--- config.mk ---
export PLATFORM = sky130hd
export DESIGN_NAME = fa_bist_ctrl_flat
export DESIGN_NICKNAME = d
export VERILOG_FILES = /design/src/rtl/fa_bist_pkg.sv /design/src/rtl/fa_bist_if.sv /design/src/rtl/fa_bist_lfsr.sv /design/src/rtl/fa_bist_ctrl.sv /design/src/flat_wrapper.sv
export SDC_FILE = /design/constraint.sdc
export NUM_CORES = 1
export LEC_CHECK = 0
export ABC_AREA = 0
export CAP_MARGIN = 30
export CORE_ASPECT_RATIO = 0.8
export CORE_UTILIZATION = 35
export CTS_CLUSTER_DIAMETER = 40
export DETAILED_ROUTE_END_ITERATION = 12
export GPL_ROUTABILITY_DRIVEN = 0
export GPL_TIMING_DRIVEN = 0
export MAX_ROUTING_LAYER = met4
export PLACE_DENSITY_LB_ADDON = 0.15
export SETUP_SLACK_MARGIN = 0.05
export SLEW_MARGIN = 20
export SYNTH_ARGS = -nofsm -noshare
export SYNTH_HDL_FRONTEND = slang
export SYNTH_HIERARCHICAL = 1
export SYNTH_SLANG_ARGS = --single-unit
--- constraint.sdc ---
create_clock -name clk -period 1.9 [get_ports clk]
set_input_delay 0.285 -clock clk [delete_from_list [all_inputs] [get_ports clk]]
set_output_delay 0.285 -clock clk [all_outputs]
set_load 0.005 [all_outputs]
--- src/rtl/fa_bist_pkg.sv ---
// Shared constants for the full-adder BIST controller: FSM encodings, LFSR setup, reference model.
package fa_bist_pkg;

    localparam int          LFSR_W    = 8;
    localparam logic [7:0]  LFSR_SEED = 8'hA5;
    // x^8+x^6+x^5+x^4+1 -> feedback from q[7], q[5], q[4], q[3]
    localparam logic [7:0]  LFSR_TAPS = 8'hB8;
    localparam int          EXH_CNT   = 8;

    typedef logic [1:0] state_t;
    localparam state_t ST_IDLE  = 2'd0;
    localparam state_t ST_APPLY = 2'd1;
    localparam state_t ST_CHECK = 2'd2;
    localparam state_t ST_DONE  = 2'd3;

    // Golden full-adder response, returned as {sum, carry}.
    function automatic logic [1:0] fa_ref(input logic a, input logic b, input logic cin);
        return {a ^ b ^ cin, (a & b) | (cin & (a ^ b))};
    endfunction

endpackage

--- src/rtl/fa_bist_if.sv ---
// Full-adder connection: the BIST drives a/b/cin and reads back s/c.
interface fa_bist_if;
    logic a;
    logic b;
    logic cin;
    logic s;
    logic c;

    modport master (output a, b, cin, input s, c);
    modport slave  (input a, b, cin, output s, c);
endinterface

--- src/rtl/fa_bist_lfsr.sv ---
// 8-bit Fibonacci LFSR; load restores the seed, step shifts once (load wins).
module fa_bist_lfsr
    import fa_bist_pkg::*;
(
    input  logic              clk,
    input  logic              rst_n,
    input  logic              load,
    input  logic              step,
    output logic [LFSR_W-1:0] q
);

    logic [LFSR_W-1:0] r_q;
    logic              w_fb;

    assign w_fb = ^(r_q & LFSR_TAPS);
    assign q    = r_q;

    always_ff @(posedge clk) begin
        if (!rst_n) begin
            r_q <= LFSR_SEED;
        end else if (load) begin
            r_q <= LFSR_SEED;
        end else if (step) begin
            r_q <= {r_q[LFSR_W-2:0], w_fb};
        end
    end

endmodule

--- src/rtl/fa_bist_ctrl.sv ---
// BIST controller for a combinational full adder: exhaustive or LFSR sweep, two cycles per vector.
// Optional FA_BIST_FAULT_INJ_EN adds port inj, which inverts the expected sum during CHECK.
module fa_bist_ctrl
    import fa_bist_pkg::*;
(
    input  logic        clk,
    input  logic        rst_n,
    input  logic        start,
    input  logic        mode,
    input  logic [7:0]  rand_len,
`ifdef FA_BIST_FAULT_INJ_EN
    input  logic        inj,
`endif
    fa_bist_if.master   fa,
    output logic        busy,
    output logic        done,
    output logic        pass,
    output logic [7:0]  err_cnt,
    output logic        fail_valid,
    output logic [2:0]  fail_vec
);

    state_t            r_state;
    logic              r_mode;
    logic [7:0]        r_idx;
    logic [7:0]        r_last;
    logic [7:0]        r_err;
    logic              r_fail_vld;
    logic [2:0]        r_fail_vec;
    logic              r_a;
    logic              r_b;
    logic              r_cin;

    logic              w_start_ok;
    logic              w_inj;
    logic [1:0]        w_exp;
    logic              w_mis;
    logic [2:0]        w_vec;
    logic [LFSR_W-1:0] w_lfsr_q;
    logic [4:0]        w_lfsr_unused;

`ifdef FA_BIST_FAULT_INJ_EN
    assign w_inj = inj;
`else
    assign w_inj = 1'b0;
`endif

    assign w_start_ok    = start && ((r_state == ST_IDLE) || (r_state == ST_DONE));
    assign w_exp         = fa_ref(r_a, r_b, r_cin) ^ {w_inj, 1'b0};
    assign w_mis         = (fa.s != w_exp[1]) || (fa.c != w_exp[0]);
    assign w_vec         = r_mode ? w_lfsr_q[2:0] : r_idx[2:0];
    assign w_lfsr_unused = w_lfsr_q[LFSR_W-1:3];

    fa_bist_lfsr u_lfsr (
        .clk   (clk),
        .rst_n (rst_n),
        .load  (w_start_ok),
        .step  (r_state == ST_CHECK),
        .q     (w_lfsr_q)
    );

    always_ff @(posedge clk) begin
        if (!rst_n) begin
            r_state    <= ST_IDLE;
            r_mode     <= 1'b0;
            r_idx      <= 8'd0;
            r_last     <= 8'd0;
            r_err      <= 8'd0;
            r_fail_vld <= 1'b0;
            r_fail_vec <= 3'd0;
            r_a        <= 1'b0;
            r_b        <= 1'b0;
            r_cin      <= 1'b0;
        end else begin
            case (r_state)
                ST_IDLE, ST_DONE: begin
                    if (w_start_ok) begin
                        r_state    <= ST_APPLY;
                        r_mode     <= mode;
                        // rand_len of 0 wraps to 255 and so yields 256 vectors
                        r_last     <= mode ? (rand_len - 8'd1) : 8'(EXH_CNT - 1);
                        r_idx      <= 8'd0;
                        r_err      <= 8'd0;
                        r_fail_vld <= 1'b0;
                        r_fail_vec <= 3'd0;
                    end
                end
                ST_APPLY: begin
                    {r_a, r_b, r_cin} <= w_vec;
                    r_state           <= ST_CHECK;
                end
                ST_CHECK: begin
                    if (w_mis) begin
                        if (r_err != 8'hFF) begin
                            r_err <= r_err + 8'd1;
                        end
                        if (!r_fail_vld) begin
                            r_fail_vld <= 1'b1;
                            r_fail_vec <= {r_a, r_b, r_cin};
                        end
                    end
                    if (r_idx == r_last) begin
                        r_state <= ST_DONE;
                    end else begin
                        r_idx   <= r_idx + 8'd1;
                        r_state <= ST_APPLY;
                    end
                end
                default: r_state <= ST_IDLE;
            endcase
        end
    end

    assign fa.a       = r_a;
    assign fa.b       = r_b;
    assign fa.cin     = r_cin;
    assign busy       = (r_state == ST_APPLY) || (r_state == ST_CHECK);
    assign done       = (r_state == ST_DONE);
    assign pass       = done && (r_err == 8'd0);
    assign err_cnt    = r_err;
    assign fail_valid = r_fail_vld;
    assign fail_vec   = r_fail_vec;

endmodule

--- src/flat_wrapper.sv ---
// flat-port wrapper written by rule: the top's interface ports become plain ports
module fa_bist_ctrl_flat import fa_bist_pkg::*;
  (clk, rst_n, start, mode, rand_len, busy, done, pass, err_cnt, fail_valid, fail_vec, fa_a, fa_b, fa_cin, fa_s, fa_c);
  fa_bist_if fa_i ();
  input  logic clk;
  input  logic rst_n;
  input  logic start;
  input  logic mode;
  input  logic [7:0] rand_len;
  output logic busy;
  output logic done;
  output logic pass;
  output logic [7:0] err_cnt;
  output logic fail_valid;
  output logic [2:0] fail_vec;
  output wire logic [$bits(fa_i.a)-1:0] fa_a;
  output wire logic [$bits(fa_i.b)-1:0] fa_b;
  output wire logic [$bits(fa_i.cin)-1:0] fa_cin;
  input wire logic [$bits(fa_i.s)-1:0] fa_s;
  input wire logic [$bits(fa_i.c)-1:0] fa_c;
  assign fa_a = fa_i.a;
  assign fa_b = fa_i.b;
  assign fa_cin = fa_i.cin;
  assign fa_i.s = fa_s;
  assign fa_i.c = fa_c;
  fa_bist_ctrl u_core (.clk(clk), .rst_n(rst_n), .start(start), .mode(mode), .rand_len(rand_len), .fa(fa_i), .busy(busy), .done(done), .pass(pass), .err_cnt(err_cnt), .fail_valid(fail_valid), .fail_vec(fail_vec));
endmodule
==> impl_summary.txt <==
----------------------------------------------------
[Run status]
  Status ... complete, but fails checks
  Violations in the final reports ... negative setup slack

[Layout]
  Area of the multi-input gates ... 1590 sq um
  Number of nets at the end of the flow ... 352
  FILL cells ... 649
  Share of final-layout standard cells stronger than drive strength 1 ... 17.6%
  Storage element area ... 853 sq um
  Antenna cells ... 0
  Area overhead of the layout relative to synthesis ... 30.2%
  Post-layout instance area ... 3160 sq um

[Logic synthesis]
  Count of distinct cell types in the synthesized netlist ... 51
  Post-synthesis cell area ... 2430 sq um
  Main area contributors after synthesis ... sky130_fd_sc_hd__dfxtp_1, sky130_fd_sc_hd__mux2i_1, sky130_fd_sc_hd__ha_1
  EDFF count, synth ... 0
  Top flip-flop cell by instance count after synthesis ... sky130_fd_sc_hd__dfxtp_1
  Share of flip-flops with an asynchronous set or reset after synthesis ... 0%
  #FFs+latches synth ... 42
  Cell type contributing the most total cell area after synthesis ... sky130_fd_sc_hd__dfxtp_1
  Share of synthesized area occupied by flip-flops and latches ... 34.6%
  Commonest cells in the synthesized netlist ... sky130_fd_sc_hd__dfxtp_1, sky130_fd_sc_hd__nand2_1, sky130_fd_sc_hd__nor2_1
  Area fraction of the dominant cell type after synthesis ... 34.6%
  Most common cell in the netlist ... sky130_fd_sc_hd__dfxtp_1
  Gate count of the mapped netlist ... 282
  Synthesis Warnings ... 6
  Total nets after synthesis ... 305
  Synth Area per Inst ... 8.61 sq um

[Detailed routing]
  Detailed-route DRC error count ... 0
  Detailed-route wire length per cell ... 15.1 microns
  Starting DRT DRC Count ... 120
  1st-pass router iterations ... 4
  Number of routed nets with antenna violations ... 0
  Post-detailed-routing wire length ... 6250 microns
  Via count ... 2244
  Number of vias per cell ... 5.42

[Worst setup path]
  Highest fanout seen on the critical path ... 7
  Sort of element at the end of the critical path ... flip-flop
  Arrival time at the worst endpoint ... 2.20 ns
  Worst setup SP type ... flip-flop
  Kind of critical path ... flip-flop to flip-flop
  Required time worst endpoint ... 2.13 ns

[STA]
  Clock Skew ... 0.00651 ns
  Least setup slack across all paths after layout ... -0.0652 ns
  Transition time at the pin with the least slew margin ... 0.628 ns
  Final number of setup-violating endpoints ... 3
  Number of pins with negative max-slew slack in the final report ... 0
  Top achievable clock speed ... 509 MHz
  RSZ-0062 raised after global routing ... yes
  Tmin final ... 1.97 ns
  Fin crit share ... 103%
  Tightest slew margin relative to the limit ... 57.9%
  Final-report hold violation count ... 0
  Worst hold margin ... 0.467 ns

[Global route]
  Total global routing overflow ... 0
  Initial antenna violation count ... 0
  Number of global-route vias before repair ... 1996
  Gr usage total ... 18.6%
  Maximum number of pins on one net before global-route repair ... 14
  Global-route wire length before repair ... 10400 microns

[Die]
  Starting utilization of the core area ... 37.1%
  Height of the chip ... 76.5 microns
  Area enclosed by the die boundary ... 7280 sq um
  Die width ... 95.1 microns
  Core area ... 6540 sq um
  Row count ... 26
  Count of pins on the block boundary ... 32

[Worst hold path]
  Type of the tightest min-delay check ... flip-flop to flip-flop

[Place]
  Placed instance area ... 2860 sq um
  PortBufs ... 31
  Placed wire-length estimate after detailed placement ... 4350 microns

[Clock tree]
  Clock transition at path regs ... 0.09 ns
  Htree depth ... 2
  Sink Count ... 42
  Number of buffers inserted by hold repair at cts ... 0
  Clock root buffer master ... sky130_fd_sc_hd__clkbuf_8
  Clock tree from TritonCTS ... yes
  Clock buffer count from CTS ... 5
  Clock Tree Buf Depth ... 2
  Clock latency at the later pin of the worst-skew pair ... 0.29 ns

[Flow run]
  Max_cap viols ... 0

[Power]
  Peak VDD IR ... 0.000548 V
  Leak Pwr ... 0.00119 uW
  Power Dens Cells ... 1150 nW/um^2

----------------------------------------------------
## critical path: stages (launching register included)
cell and delay [ns]:
sky130_fd_sc_hd__dfxtp_4 0.35, sky130_fd_sc_hd__fa_1 0.51, sky130_fd_sc_hd__xnor2_2 0.17, sky130_fd_sc_hd__a31o_4 0.26
sky130_fd_sc_hd__or4_4 0.49, sky130_fd_sc_hd__a21oi_2 0.12
## what timing repair did
item / CTS / global route
setup endpoints to repair: 34 / 29
pin swaps: 8 / 7
buffers inserted: 5 / 5
gates resized for setup: 34 / 17
## final timing paths
path / from / end / slack, ns / cells past startpoint
worst max-delay path: u_core/fa.b / u_core/err_cnt[5] / -0.07 / 5
worst min-delay path: u_core/r_last[5] / u_core/r_last[5] / 0.47 / 2
worst max register to register: u_core/fa.b / u_core/err_cnt[5] / -0.07 / 5
worst min register to register: u_core/r_last[5] / u_core/r_last[5] / 0.47 / 2
## through the flow
step / std cells / power [uW] / utilization [%] / TNS [ns] / worst slack [ns]
after floorplan: 282 / 2170 / - / 0 / 0.0533
after global placement: 397 / 2650 / 43.7 / -5.63 / -0.278
after detailed placement: 397 / 2660 / 43.7 / -6.27 / -0.308
after CTS: 409 / 3530 / 47.2 / -0.220 / -0.0847
after global routing: 414 / 3880 / 48.4 / -0.503 / -0.129
final: 414 / 3630 / 48.4 / -0.0994 / -0.0652
## report_power, final
group / internal (uW) / switching, uW
clock: 293 / 323
combinational: 875 / 991
sequential: 1020 / 129
total: 2190 / 1440
## kinds of logic after synthesis
logic type,after synthesis,share of synthesized area (%)
buffers and inverters,26,5.00
adders and majority gates,9,4.95
AOI/OAI and AO/OA,67,18.5
and+or+nand+nor,109,25.1
DFF,42,34.6
muxes,13,5.36
xor gates and xnor gates,16,6.39
## per-layer routing
metal  vias to the layer above  GRT usage, %  wire, microns
li1                       1135             -              -
met1                      1055          27.4           3210
met2                        50          25.3           2660
met3                         4          3.89            341
met4                         0          5.00             34
met5                         -             -              0
## cell usage in the layout, fill, tap and decap left out, drive strengths merged, types with 2 or more instances in the layout
cell           netlist  final
o31ai                3      3
a2bb2oi              3      3
o21ai               14     14
ha                   8      8
inv                 11     11
a31oi                6      6
and2                 9      9
xnor2                7      7
nor4                 4      4
a31o                 2      2
clkbuf               8     13
a22oi                4      4
or3                  3      3
nand4               11     11
nor2b                9      9
mux2i               13     13
buf                  7     18
nand2               20     20
xor2                 9      9
a211oi               4      4
a21oi               14     14
nor3                 6      6
a311oi               3      3
nand3b               3      3
and3                 5      5
o21a                 2      2
a311o                2      2
nor2                16     16
dfxtp               42     42
nand3               11     11
or4                  7      7
clkdlybuf4s50        0     28
o211ai               4      4
## layout make-up
cell class,instances,area share [%]
plain buffers,14,3.20
clock buffers,6,2.61
clock inverters,2,0.396
inverters,11,1.31
multi-input cells,214,50.1
flip-flops and latches,42,27.0
well taps,84,3.32
repair buffers,41,12.1
## sequential cells by signal, summed over array words and instances, names as in the netlist
register,flops
u_core/r_last,8
u_core/fa.cin,1
u_core/r_mode,1
u_core/u_lfsr/q,8
u_core/fail_valid,1
u_core/fa.b,1
u_core/fail_vec,3
u_core/fa.a,1
u_core/r_idx,8
u_core/err_cnt,8
u_core/r_state,2
No activity file was read; power rests on OpenSTA's default activity.
